`src/rtl/kronos_types.sv`:
```
// kronos_types: shared definitions for the writeback arbiter slice.
//   WB_ALU/WB_LSU/WB_CSR - requester indices on the write-port arbiter
//   WB_NREQ              - number of writeback requesters
//   WB_PEND_W            - width of each per-register pending-write counter
//   wb_req_t             - one writeback request: destination register and data
package kronos_types;

    localparam int WB_ALU    = 0;
    localparam int WB_LSU    = 1;
    localparam int WB_CSR    = 2;
    localparam int WB_NREQ   = 3;
    localparam int WB_PEND_W = 2;

    typedef struct packed {
        logic [4:0]  sel;
        logic [31:0] data;
    } wb_req_t;

endpackage

```
`src/rtl/kronos_rr_arb.sv`:
```
// kronos_rr_arb: generic N-way arbiter with a combinational one-hot grant.
//   FAIR=1: round-robin. The pointer names the highest-priority index, and
//           after a grant to i it moves to (i+1) mod N.
//   FAIR=0: fixed priority, where index 0 is highest. The pointer is ignored.
// Ports:
//   clk, rstz - clock, asynchronous active-low reset (pointer -> 0)
//   req       - request vector
//   gnt       - one-hot grant, or zero when there is no request
module kronos_rr_arb #(
    parameter int N    = 3,
    parameter bit FAIR = 1'b1
) (
    input  logic         clk,
    input  logic         rstz,
    input  logic [N-1:0] req,
    output logic [N-1:0] gnt
);

    localparam int PW = (N > 1) ? $clog2(N) : 1;

    logic [PW-1:0] ptr;
    logic [PW-1:0] ptr_nxt;
    logic          found;
    int            idx;

    // Walk the requesters starting at the priority index. The first valid
    // requester found wins.
    always_comb begin
        gnt   = '0;
        found = 1'b0;
        idx   = 0;
        for (int k = 0; k < N; k++) begin
            idx = FAIR ? ((int'(ptr) + k) % N) : k;
            if (!found && req[idx]) begin
                gnt[idx] = 1'b1;
                found    = 1'b1;
            end
        end
    end

    always_comb begin
        ptr_nxt = ptr;
        for (int i = 0; i < N; i++) begin
            if (gnt[i]) ptr_nxt = PW'((i + 1) % N);
        end
    end

    always_ff @(posedge clk or negedge rstz) begin
        if (!rstz) ptr <= '0;
        else       ptr <= ptr_nxt;
    end

endmodule

```
`src/rtl/kronos_wb_arbiter.sv`:
```
// kronos_wb_arbiter: register-file write-port arbiter and writeback scoreboard.
// Three requesters (ALU, LSU, CSR) share one registered write port. A
// saturating pending-write counter per register (x1..x31) drives busy for
// the hazard logic.
// Ports:
//   clk, rstz              - clock, asynchronous active-low reset
//   req_vld/req_rdy        - per-requester valid and grant (grant is one-hot or zero)
//   req_sel/req_data       - per-requester destination register and write data
//   rsv_en/rsv_sel/rsv_rdy - reserve a pending write at issue
//   regwr_en/sel/data      - registered write port to decode
//   busy                   - bit r is set while register r has uncommitted writes
module kronos_wb_arbiter
    import kronos_types::*;
#(
    parameter bit FAIR = 1'b1
) (
    input  logic                      clk,
    input  logic                      rstz,
    input  logic [WB_NREQ-1:0]        req_vld,
    output logic [WB_NREQ-1:0]        req_rdy,
    input  logic [WB_NREQ-1:0][4:0]   req_sel,
    input  logic [WB_NREQ-1:0][31:0]  req_data,
    input  logic                      rsv_en,
    input  logic [4:0]                rsv_sel,
    output logic                      rsv_rdy,
    output logic                      regwr_en,
    output logic [4:0]                regwr_sel,
    output logic [31:0]               regwr_data,
    output logic [31:0]               busy
);

    localparam logic [WB_PEND_W-1:0] PEND_MAX = '1;

    wb_req_t                reqs [WB_NREQ];
    wb_req_t                win;
    logic                   acc;
    logic                   rsv_fire;
    logic [WB_PEND_W-1:0]   cnt [1:31];
    logic [WB_PEND_W-1:0]   cnt_rsv;

    kronos_rr_arb #(
        .N    (WB_NREQ),
        .FAIR (FAIR)
    ) u_arb (
        .clk  (clk),
        .rstz (rstz),
        .req  (req_vld),
        .gnt  (req_rdy)
    );

    always_comb begin
        for (int i = 0; i < WB_NREQ; i++) begin
            reqs[i].sel  = req_sel[i];
            reqs[i].data = req_data[i];
        end
    end

    always_comb begin
        win = '0;
        for (int i = 0; i < WB_NREQ; i++) begin
            if (req_rdy[i]) win = reqs[i];
        end
    end

    assign acc = |req_rdy;

    always_ff @(posedge clk or negedge rstz) begin
        if (!rstz) begin
            regwr_en   <= 1'b0;
            regwr_sel  <= '0;
            regwr_data <= '0;
        end else begin
            regwr_en <= acc && (win.sel != 5'd0);
            if (acc) begin
                regwr_sel  <= win.sel;
                regwr_data <= win.data;
            end
        end
    end

    // The reservation check uses only the registered count. A decrement on
    // the same edge does not let a reservation into a full counter.
    always_comb begin
        cnt_rsv = '0;
        for (int r = 1; r < 32; r++) begin
            if (rsv_sel == 5'(r)) cnt_rsv = cnt[r];
        end
    end

    assign rsv_rdy  = (rsv_sel == 5'd0) || (cnt_rsv != PEND_MAX);
    assign rsv_fire = rsv_en && rsv_rdy && (rsv_sel != 5'd0);

    // A commit decrements on the same edge that raises regwr_en. So busy
    // drops in the cycle that the forwarded data appears.
    always_ff @(posedge clk or negedge rstz) begin
        if (!rstz) begin
            for (int r = 1; r < 32; r++) cnt[r] <= '0;
        end else begin
            for (int r = 1; r < 32; r++) begin
                if (rsv_fire && (rsv_sel == 5'(r)) && !(acc && (win.sel == 5'(r))))
                    cnt[r] <= cnt[r] + 1'b1;
                else if (acc && (win.sel == 5'(r)) && !(rsv_fire && (rsv_sel == 5'(r)))
                         && (cnt[r] != '0))
                    cnt[r] <= cnt[r] - 1'b1;
            end
        end
    end

    always_comb begin
        busy = '0;
        for (int r = 1; r < 32; r++) busy[r] = (cnt[r] != '0);
    end

endmodule

```
`config.mk`:
```
export PLATFORM = sky130hd
export DESIGN_NAME = kronos_wb_arbiter
export DESIGN_NICKNAME = d
export VERILOG_FILES = /design/src/rtl/kronos_types.sv /design/src/rtl/kronos_rr_arb.sv /design/src/rtl/kronos_wb_arbiter.sv
export SDC_FILE = /design/constraint.sdc
export NUM_CORES = 1
export LEC_CHECK = 0
export ABC_AREA = 1
export CAP_MARGIN = 40
export CORE_MARGIN = 2
export CORE_UTILIZATION = 50
export DETAILED_ROUTE_END_ITERATION = 16
export PLACE_DENSITY = 0.81
export SLEW_MARGIN = 20
export SYNTH_ARGS = -nofsm -noshare
export SYNTH_HDL_FRONTEND = slang
export SYNTH_HIERARCHICAL = 1
export SYNTH_SLANG_ARGS = --single-unit
```
`constraint.sdc`:
```
create_clock -name clk -period 5.3 [get_ports clk]
set_input_delay 1.06 -clock clk [delete_from_list [all_inputs] [get_ports clk]]
set_output_delay 1.06 -clock clk [all_outputs]
set_load 0.02 [all_outputs]
```
==> results of run 1 <==
cell families (layout without fill, tap and decap cells):
group | count (synthesis) | after routing | synth area share [%]
flops | 102 | 102 | 35.87
compound gates | 112 | 112 | 9.900
buf+inv | 201 | 392 | 10.97
simple gates | 688 | 688 | 42.50
other cells | 1 | 2 | 0.05270
fa+ha+maj | 4 | 4 | 0.7034
path summary, 6_finish.rpt:
| kind | from | end | slack, ns |
|---|---|---|---|
| max | rsv_sel[1] | rsv_rdy | 0.40 |
| min | regwr_data[12] | regwr_data[12] | 0.49 |
| max reg2reg | u_arb/ptr[0] | cnt[56] | 1.48 |
| min reg2reg | regwr_data[12] | regwr_data[12] | 0.49 |
| max in group asynchronous | rstz | cnt[44] | 3.79 |
| min in group asynchronous | rstz | cnt[50] | 0.68 |
routing by layer:
layer	up-vias	share of wire (%)	wire length, um
met4	0	3.6	833
li1	3922	-	-
met5	-	0	0
met1	3618	40	9109
met2	306	49	11230
met3	51	7.8	1803
layout make-up:
| class | count | share of cell area [%] |
|---|---|---|
| Multi-Input combinational cell | 805 | 39.57 |
| Sequential cell | 102 | 26.57 |
| Timing Repair Buffer | 212 | 21.78 |
| Inverter | 164 | 6.409 |
| Clock buffer | 10 | 2.488 |
| Tap cell | 180 | 2.345 |
| Clock inverter | 6 | 0.8076 |
| Antenna cell | 1 | 0.02605 |
sequential cells by signal (all words and copies together), names as in the netlist:
register    count
cnt            62
regwr_data     32
regwr_sel       5
u_arb/ptr       2
regwr_en        1
tightest hold or removal path, stage by stage (launching register included):
cell and delay, ns:
dfrtp_1 0.35, nand2_1 0.05, o21ai_0 0.05
Yosys cell counts (14+ instances only):
library cell and n:
a221oi_1 32, nand2_1 322, or2_2 15, inv_1 149, dfrtp_1 102, o21ai_0 50
clkbuf_1 22, nand4_1 34, inv_2 14, nor2_1 157, nand3_1 120
where the power goes:
group | internal, mW | total [mW] | switching (mW)
combinational | 1.53 | 4.18 | 2.65
sequential | 1.17 | 1.42 | 0.255
clock | 0.389 | 0.720 | 0.331
==> flow_summary.toml, run 1 <==
[run_status]
status = "finished, final reports clean"

[synth]
synth-edff-count = 0
syn_nets = 1234
async_flop_share_pct = 100.0
synth_top_area_cell = "dfrtp_1"
synth-seq-area-share_pct = 35.87
synth_cell_types = 33
syn_avg_cell_area_um2 = 6.422
netlist_instances = 1108
synth_top_area_share_pct = 35.87
ys_ff_latch = 102
synth_warnings = 6
yosys_most_used_dff = "dfrtp_1"
synth_area_leaders = "dfrtp_1 (36%), nand2_1 (17%), nand3_1 (8.4%), nor2_1 (8.3%), inv_1 (7.9%)"
netlist_area_um2 = 7116

[sta]
rsz0062_at_grt = "no"
setup_ws_ns = 0.3995
finClkSkew_ns = 0.009993
hold_violations = 0
drv_slew = 0
worst_hold_slack_ns = 0.4892
max_freq_mhz = 204.1
tightest_slew_ns = 0.6087
min_period_over_period_pct = 92.46
min_period_ns = 4.900
slew_headroom_pct = 59.38
setup_tns_ns = 0
setup_violations = 0

[place]
dp.cells = 1463
place_area_um2 = 9276
dp_slack_ns = 0.03024
globalplace.congestion = 0.9644
io_buffers = 194
dp_hpwl_mm = 17.78

[global_route]
grt_busiest_layer = "met2"
grt-ovfl-total = 0
grt_util_all_layers_pct = 31.21
first_global_vias = 7416
grt_max_degree = 44
grt_util_met2_pct = 53.02
grt_antenna_before_repair = 1
grt_pass1_wl_mm = 36.47
grtUsageMet1_pct = 36.48
met3_usage_pct = 9.502

[layout]
multi_input_area_um2 = 3801
area_growth_pct = 34.99
drive_gt1_share_pct = 7.544
final_cells = 1480
num-fill-cells = 1247
final_common_cell = "nand2_1"
final_core_utilization_pct = 69.20
final_area_um2 = 9605
final_net_count = 1420
mostFrequentLayoutCells = "nand2_1 (322), clkdlybuf4s50_1 (191), nor2_1 (156)"
layout.area.seq_um2 = 2552

[worst_setup_path]
path_buf_inv = 4
crit_type = "in -> out"
crit_cells = 28
crit_top_cell = "nand2_1"
max_stage_delay_ns = 0.59
cp_slowest_cell = "clkdlybuf4s50_1"
required_ns = 4.24
start_kind = "primary input"
critPathArrivalTime_ns = 3.84
path_max_fanout = 4
crit_family = "simple AND/OR/NAND/NOR gates"
worstSetupEndpointType = "primary output"
reg2reg_depth = 23

[route]
post_drt_wl_per_cell_um = 15.53
vias = 7897
ant_nets = 0
drtPass1Iterations = 5
drt-total-wl_mm = 22.98
drc = 0
routed_via_density = 5.336
drt_iter0_drc = 577

[clock_network]
clkLatencyLatePin_ns = 0.36
clkTransAtPathRegs_ns = 0.08
cts_buffers = 9
cts_hold_buf = 0
post_cts_resized = 0
cts_setup_buffers = 0
cts_sinks = 102
clockBufferDepth = 2
cts_tree = "done"
clockRootBuffer = "clkbuf_16"
htree_levels = 3

[floorplanning]
start_util_pct = 51.26
dieArea_um2 = 15200
core_area_um2 = 13880
io_pins = 196
die_h_um = 123.3
num_rows = 43
die_w_um = 123.3

[power_and_ir_drop]
p_leak_nw = 4.493
p_total_mw = 6.325
power_density_nw_per_um2 = 658.5
peakVddDrop_mv = 0.4441

[min_path]
hp-class = "reg -> reg"
worstHoldPathCells = 2

[job]
drv_cap = 0
(Power assumes the default switching activity.)
==> run 2: changes to the inputs <==
--- a/config.mk
+++ b/config.mk
@@ -10,6 +10,7 @@
 export CORE_MARGIN = 2
 export CORE_UTILIZATION = 50
 export DETAILED_ROUTE_END_ITERATION = 16
+export HOLD_SLACK_MARGIN = 0.1
 export PLACE_DENSITY = 0.81
 export SLEW_MARGIN = 20
 export SYNTH_ARGS = -nofsm -noshare
==> results of run 2 <==
Same layout as run 1: the final DEF is identical, and so are final timing and power.
